`config.mk`:
```
export PLATFORM = sky130hd
export DESIGN_NAME = riscv_biu_arbiter
export DESIGN_NICKNAME = d
export VERILOG_FILES = /design/src/rtl/riscv_mpsoc_pkg.sv /design/src/rtl/riscv_biu_rr_sel.sv /design/src/rtl/riscv_biu_arbiter.sv
export SDC_FILE = /design/constraint.sdc
export NUM_CORES = 1
export LEC_CHECK = 0
export BUFFER_PORTS_ARGS = -buffer_cell sky130_fd_sc_hd__buf_2
export CAP_MARGIN = 20
export CORE_AREA = 2 2 265 267
export DETAILED_ROUTE_END_ITERATION = 16
export DIE_AREA = 0 0 267 269
export PLACE_DENSITY = 0.38
export SYNTH_ARGS = -nofsm -noshare
export SYNTH_HDL_FRONTEND = slang
export SYNTH_HIERARCHICAL = 1
export SYNTH_SLANG_ARGS = --single-unit
```
`constraint.sdc`:
```
create_clock -name HCLK -period 2.34 [get_ports HCLK]
set_input_delay 0.702 -clock HCLK [delete_from_list [all_inputs] [get_ports HCLK]]
set_output_delay 0.702 -clock HCLK [all_outputs]
set_load 0.005 [all_outputs]
```
`src/rtl/riscv_mpsoc_pkg.sv`:
```
// riscv_mpsoc_pkg: shared BIU burst-type encodings, beat-count helper and arbiter state type
// Contents: BIU_* burst type codes, biu_type2cnt (beats-1 per burst type), biu_arb_state_t
package riscv_mpsoc_pkg;
  localparam logic [2:0] BIU_SINGLE = 3'b000;
  localparam logic [2:0] BIU_INCR   = 3'b001;
  localparam logic [2:0] BIU_WRAP4  = 3'b010;
  localparam logic [2:0] BIU_INCR4  = 3'b011;
  localparam logic [2:0] BIU_WRAP8  = 3'b100;
  localparam logic [2:0] BIU_INCR8  = 3'b101;
  localparam logic [2:0] BIU_WRAP16 = 3'b110;
  localparam logic [2:0] BIU_INCR16 = 3'b111;

  typedef enum logic [1:0] {IDLE, GRANT, BURST} biu_arb_state_t;

  // INCR has no defined length, so it counts as a single beat per strobe
  function automatic logic [3:0] biu_type2cnt(input logic [2:0] t);
    return t[2:1] == 2'b11 ? 4'd15 : t[2:1] == 2'b10 ? 4'd7 : t[2:1] == 2'b01 ? 4'd3 : 4'd0;
  endfunction
endpackage

```
`src/rtl/riscv_biu_rr_sel.sv`:
```
// riscv_biu_rr_sel: combinational round-robin picker
// Ports: req (request vector), last (previous winner) -> gnt (winner index), gnt_valid (any request)
module riscv_biu_rr_sel #(
  parameter int NREQ = 2,
  localparam int IW = $clog2(NREQ)
) (
  input  logic [NREQ-1:0] req,
  input  logic [IW-1:0]   last,
  output logic [IW-1:0]   gnt,
  output logic            gnt_valid
);
  logic [IW-1:0] k;
  // scan farthest-first so the nearest requester after last is assigned last and wins
  always_comb begin
    gnt = '0;
    gnt_valid = 1'b0;
    k = '0;
    for (int i = NREQ; i >= 1; i--) begin
      k = IW'((int'(last) + i) % NREQ);
      if (req[k]) begin
        gnt = k;
        gnt_valid = 1'b1;
      end
    end
  end
endmodule

```
`src/rtl/riscv_biu_arbiter.sv`:
```
// riscv_biu_arbiter: round-robin sharing of one BIU master port between NREQ requesters
// Ports: HRESETn/HCLK; req_* requester side (strobe, fields, write data in; stb/d/transfer acks, err out;
//        read data and returned address broadcast); mst_* bridge side (muxed request out; acks, err, data in)
module riscv_biu_arbiter
  import riscv_mpsoc_pkg::*;
#(
  parameter int XLEN = 64,
  parameter int PLEN = 64,
  parameter int NREQ = 2,
  localparam int IW = $clog2(NREQ)
) (
  input  logic            HRESETn,
  input  logic            HCLK,
  input  logic [NREQ-1:0] req_stb_i,
  output logic [NREQ-1:0] req_stb_ack_o,
  output logic [NREQ-1:0] req_d_ack_o,
  output logic [NREQ-1:0] req_ack_o,
  output logic [NREQ-1:0] req_err_o,
  input  logic [PLEN-1:0] req_adri_i [NREQ],
  input  logic [2:0]      req_size_i [NREQ],
  input  logic [2:0]      req_type_i [NREQ],
  input  logic [2:0]      req_prot_i [NREQ],
  input  logic [NREQ-1:0] req_lock_i,
  input  logic [NREQ-1:0] req_we_i,
  input  logic [XLEN-1:0] req_d_i [NREQ],
  output logic [XLEN-1:0] req_q_o,
  output logic [PLEN-1:0] req_adro_o,
  output logic            mst_stb_o,
  output logic [PLEN-1:0] mst_adri_o,
  output logic [2:0]      mst_size_o,
  output logic [2:0]      mst_type_o,
  output logic [2:0]      mst_prot_o,
  output logic            mst_lock_o,
  output logic            mst_we_o,
  output logic [XLEN-1:0] mst_d_o,
  input  logic            mst_stb_ack_i,
  input  logic            mst_d_ack_i,
  input  logic            mst_ack_i,
  input  logic            mst_err_i,
  input  logic [XLEN-1:0] mst_q_i,
  input  logic [PLEN-1:0] mst_adro_i
);
  biu_arb_state_t state, state_n;
  logic [IW-1:0] aph_owner, aph_owner_n, dph_owner, dph_owner_n, last_grant, last_grant_n, gnt;
  logic [4:0] beats, beats_n;
  logic gnt_valid, active;

  riscv_biu_rr_sel #(.NREQ(NREQ)) u_sel (
    .req(req_stb_i),
    .last(last_grant),
    .gnt(gnt),
    .gnt_valid(gnt_valid)
  );

  assign active     = state != IDLE;
  assign mst_stb_o  = active & req_stb_i[aph_owner];
  assign mst_adri_o = active ? req_adri_i[aph_owner] : '0;
  assign mst_size_o = active ? req_size_i[aph_owner] : '0;
  assign mst_type_o = active ? req_type_i[aph_owner] : '0;
  assign mst_prot_o = active ? req_prot_i[aph_owner] : '0;
  assign mst_lock_o = active & req_lock_i[aph_owner];
  assign mst_we_o   = active & req_we_i[aph_owner];
  assign mst_d_o    = req_d_i[aph_owner];
  assign req_q_o    = mst_q_i;
  assign req_adro_o = mst_adro_i;

  // address-phase acks go to aph_owner, transfer ack/err to the owner of the last data beat
  always_comb begin
    req_stb_ack_o = '0;
    req_d_ack_o = '0;
    req_ack_o = '0;
    req_err_o = '0;
    req_stb_ack_o[aph_owner] = mst_stb_ack_i & (state == GRANT);
    req_d_ack_o[aph_owner] = mst_d_ack_i & (state == BURST);
    req_ack_o[dph_owner] = mst_ack_i;
    req_err_o[dph_owner] = mst_err_i;
  end

  always_comb begin
    state_n = state;
    aph_owner_n = aph_owner;
    dph_owner_n = dph_owner;
    last_grant_n = last_grant;
    beats_n = beats;
    case (state)
      IDLE: if (gnt_valid) begin
        aph_owner_n = gnt;
        last_grant_n = gnt;
        state_n = GRANT;
      end
      GRANT: begin
        if (mst_stb_ack_i) begin
          beats_n = {1'b0, biu_type2cnt(mst_type_o)} + 5'd1;
          state_n = BURST;
        end else if (!req_stb_i[aph_owner]) state_n = IDLE;
      end
      BURST: if (mst_d_ack_i) begin
        beats_n = beats - 5'd1;
        dph_owner_n = aph_owner;
        if (beats == 5'd1) state_n = req_lock_i[aph_owner] ? GRANT : IDLE;
      end
      default: state_n = IDLE;
    endcase
    // an error aborts whatever is in flight; a held lock keeps the owner
    if (mst_err_i) begin
      beats_n = '0;
      aph_owner_n = aph_owner;
      last_grant_n = last_grant;
      state_n = req_lock_i[aph_owner] ? GRANT : IDLE;
    end
  end

  always_ff @(posedge HCLK or negedge HRESETn)
    if (!HRESETn) begin
      state <= IDLE;
      aph_owner <= '0;
      dph_owner <= '0;
      last_grant <= IW'(NREQ - 1);
      beats <= '0;
    end else begin
      state <= state_n;
      aph_owner <= aph_owner_n;
      dph_owner <= dph_owner_n;
      last_grant <= last_grant_n;
      beats <= beats_n;
    end
endmodule
```
==> metrics.log <==
[metrics] TritonCTS clock tree: built
[metrics] largest net degree at the start of global routing: 70
[metrics] initial antenna violation count: 30
[metrics] register area: 256 µm²
[metrics] number of synthesized register bits: 10
[metrics] antenna diode count: 0
[metrics] proportion of synthesized flip-flops having asynchronous set or reset: 100%
[metrics] primary flip-flop cell chosen by synthesis mapping: sky130_fd_sc_hd__dfrtp_1
[metrics] final HPWL from detailed placement: 25400 µm
[metrics] share of total power consumed by net switching: 43.6%
[metrics] top-area cell type share of the netlist area: 28.5%
[metrics] count of H-tree levels built during CTS: 1
[metrics] Initial Utilization: 5.10%
[metrics] Relative slew margins: 69.7%
[metrics] via density per instance: 2.62
[metrics] crit path launch type: flop
[metrics] maximum achievable frequency: 435 MHz
[metrics] clock root cell: sky130_fd_sc_hd__clkbuf_16
[metrics] Pint: 2.45 mW
[metrics] worst-margin pin slew: 448 ps
[metrics] worst r2r path cells: 6
[metrics] full die area: 71800 µm²
[metrics] unrepaired setup endpoints after global routing: yes
[metrics] Iteration-0 DRC Markers: 89
[metrics] hold violation total from the final report: 0
[metrics] die width: 267 µm
[metrics] maxcap violations: 0
[metrics] number of pins exceeding their max-slew limit in the final report: 0
[metrics] count of cell types in the netlist: 38
[metrics] number of input and output port buffers inserted: 433
[metrics] TritonCTS Buffers: 3
[metrics] proportion of power drawn by the clock network: 7.9%
[metrics] highest ir drop seen on vdd: 0.286 mV
[metrics] GRT overflow: 0
[metrics] time the worst path needs with I/O delays and setup: 2300 ps
[metrics] Nets: 1171
[metrics] Pwr per Cell Area: 689 nW/µm²
[metrics] footprint of the multi-input gates: 2220 µm²
[metrics] setup-violating endpoint count in the final report: 0
[metrics] Max Fanout on Critical Path: 4
[metrics] Worst-path clk slew: 40 ps
[metrics] CTS sink count: 10
[metrics] gate count of the mapped netlist: 447
[metrics] placer congestion estimate: 0.721
[metrics] Core Area: 69300 µm²
[metrics] crit path setup slack, layout: 42.7 ps
[metrics] power share of the combinational group: 85.6%
[metrics] hold_buf cts: 0
[metrics] Mapped Area: 3530 µm²
[metrics] die outline height: 269 µm
[metrics] post-synthesis sequential area ratio: 7.12%
[metrics] count leader, synth: sky130_fd_sc_hd__buf_4
[metrics] setup skew after layout: 1.49 ps
[metrics] synth warn: 6
[metrics] global-route wire length before repair: 33900 µm
[metrics] number of iterations in the first detailed-routing pass: 4
[metrics] number of enable flip-flop cells after synthesis: 0
[metrics] data arrival time of the critical path: 1600 ps
[metrics] Total Power: 4.34 mW
[metrics] layout cell share with drive strength beyond 1: 71.5%
[metrics] number of cell rows: 97
[metrics] classification of the worst setup path: reg -> out
[metrics] top-level I/O count: 690
[metrics] total wire length: 28500 µm
[metrics] DP Worst Slack: 138 ps
[metrics] run status: finished clean
[metrics] Worst Setup End Kind: output port
[metrics] insertion delay of the later-clocked pin in the worst-skew pair: 240 ps
[metrics] Worst EP required: 1640 ps
[metrics] Mapped Nets: 863
[metrics] area growth from synthesis to final layout: 78.3%
[metrics] top area cells in the synthesized netlist: sky130_fd_sc_hd__buf_4 (28%), sky130_fd_sc_hd__mux2i_1 (22%), sky130_fd_sc_hd__mux2_2 (20%)
[metrics] leading post-synthesis cells by instance count: sky130_fd_sc_hd__buf_4 (134), sky130_fd_sc_hd__nor2_1 (86), sky130_fd_sc_hd__mux2i_1 (76)
[metrics] total negative slack: 0 ps
[metrics] drt wl/cell: 16.8 µm
[metrics] synthesized area per cell: 7.90 µm²
[metrics] Antenna Violating Nets Remaining: 0
[metrics] register-to-register setup slack: 410 ps
[metrics] count of unresolved DRC violations after routing: 0
[metrics] post-synthesis cell type with the largest combined area: sky130_fd_sc_hd__buf_4
[metrics] part of the power in registers: 6.4%
[metrics] leak pwr: 3.03 nW
[metrics] portion of the clock cycle consumed by the worst path in the final layout: 98.2%
[metrics] net switching component of the power: 1.89 mW
[metrics] Filler cells: 8141
[metrics] deepest clock path buffer count: 2
[metrics] class of the worst hold path: in -> async
[metrics] routed via count: 4435
[metrics] overall global routing resource usage: 7.00%
[metrics] vias in the first global route: 4254
## layer usage
metal  GRT usage [%]  routed length [µm]  part of all wire (%)  vias to the layer above
met1            6.32                8880                    31                     1910
met3            2.85                3480                    12                       96
li1                -                   -                     -                     1996
met5               0                   0                     0                        -
met2            14.3               15200                    54                      433
met4            1.64                 885                   3.1                        0
## power by group through the flow
stage / Combinational (mW) / Clock, mW / Sequential (mW)
global placement: 3.31 / 0 / 0.315
detailed placement: 3.34 / 0 / 0.318
global route: 4.08 / 0.361 / 0.289
CTS: 3.49 / 0.355 / 0.320
finish: 3.72 / 0.344 / 0.279
floorplan: 2.01 / 0 / 0.250
## sequential cells by signal (all words and copies together) (netlist names)
name        flops
aph_owner       1
beats           5
dph_owner       1
last_grant      1
state           2
## final cells by class
cell class / count / area share [%]
inverter: 4 / 0.238
multi-input combinational: 279 / 35.2
sequential: 10 / 4.07
timing repair buffer: 457 / 40.4
clock buffer: 4 / 1.41
tap: 940 / 18.7
## path summary, 6_finish.rpt
path                            startpoint        endpoint
worst max register to register   aph_owner        beats[0]
worst min-delay path               HRESETn        beats[3]
min in group HCLK               last_grant      last_grant
max in group asynchronous          HRESETn      last_grant
worst min register to register  last_grant      last_grant
worst max-delay path             aph_owner  mst_adri_o[52]
## repair_timing
action,in CTS,in global routing
endpoints found under the hold margin,0,0
gates resized for setup,3,14
pin swaps,0,1
buffers inserted,3,4
gates cloned,1,4
setup endpoints to repair,67,95
## worst max-delay path, stage by stage (launching register included)
cell	delay [ps]
sky130_fd_sc_hd__dfrtp_4	490
sky130_fd_sc_hd__buf_4	170
sky130_fd_sc_hd__clkbuf_16	150
sky130_fd_sc_hd__buf_4	130
sky130_fd_sc_hd__mux2i_2	230
sky130_fd_sc_hd__nor2_1	70
sky130_fd_sc_hd__buf_2	130
## logic make-up (layout without fill, tap and decap cells)
family | count (synthesis) | in the layout | synth area share (%)
DFF | 10 | 10 | 7.12
and+or+nand+nor | 115 | 115 | 14.6
buffers and inverters | 158 | 465 | 31.4
adders and majority gates | 2 | 2 | 0.708
AOI/OAI and AO/OA | 21 | 21 | 3.83
muxes | 141 | 141 | 42.4
## placed cells by master (no fill, tap or decap), types with 3 or more instances in the layout
cell type / instances
sky130_fd_sc_hd__buf_4: 12
sky130_fd_sc_hd__nor2_1: 86
sky130_fd_sc_hd__inv_1: 4
sky130_fd_sc_hd__nor2b_1: 3
sky130_fd_sc_hd__dfrtp_1: 7
sky130_fd_sc_hd__nand3b_1: 3
sky130_fd_sc_hd__mux2i_2: 6
sky130_fd_sc_hd__buf_2: 432
sky130_fd_sc_hd__buf_12: 4
sky130_fd_sc_hd__mux2i_1: 69
sky130_fd_sc_hd__a21oi_1: 6
sky130_fd_sc_hd__mux2_4: 3
sky130_fd_sc_hd__and2_1: 4
sky130_fd_sc_hd__nand3_1: 3
sky130_fd_sc_hd__nand2_1: 3
sky130_fd_sc_hd__mux2_2: 62
sky130_fd_sc_hd__clkbuf_16: 7
sky130_fd_sc_hd__o21ai_0: 5
## stage by stage
stage          instance area [µm²]  cells  hold WS, ps  util, %
6_report                      6300   1694          332     9.09
5_1_grt                       6300   1694          351     9.09
4_1_cts                       6110   1686          337     8.81
3_5_place_dp                  5940   1678          482     8.57
3_3_place_gp                  5940   1678          481     8.57
2_1_floorplan                 3530    447          406        -
Power figures use the tool's default switching activity.
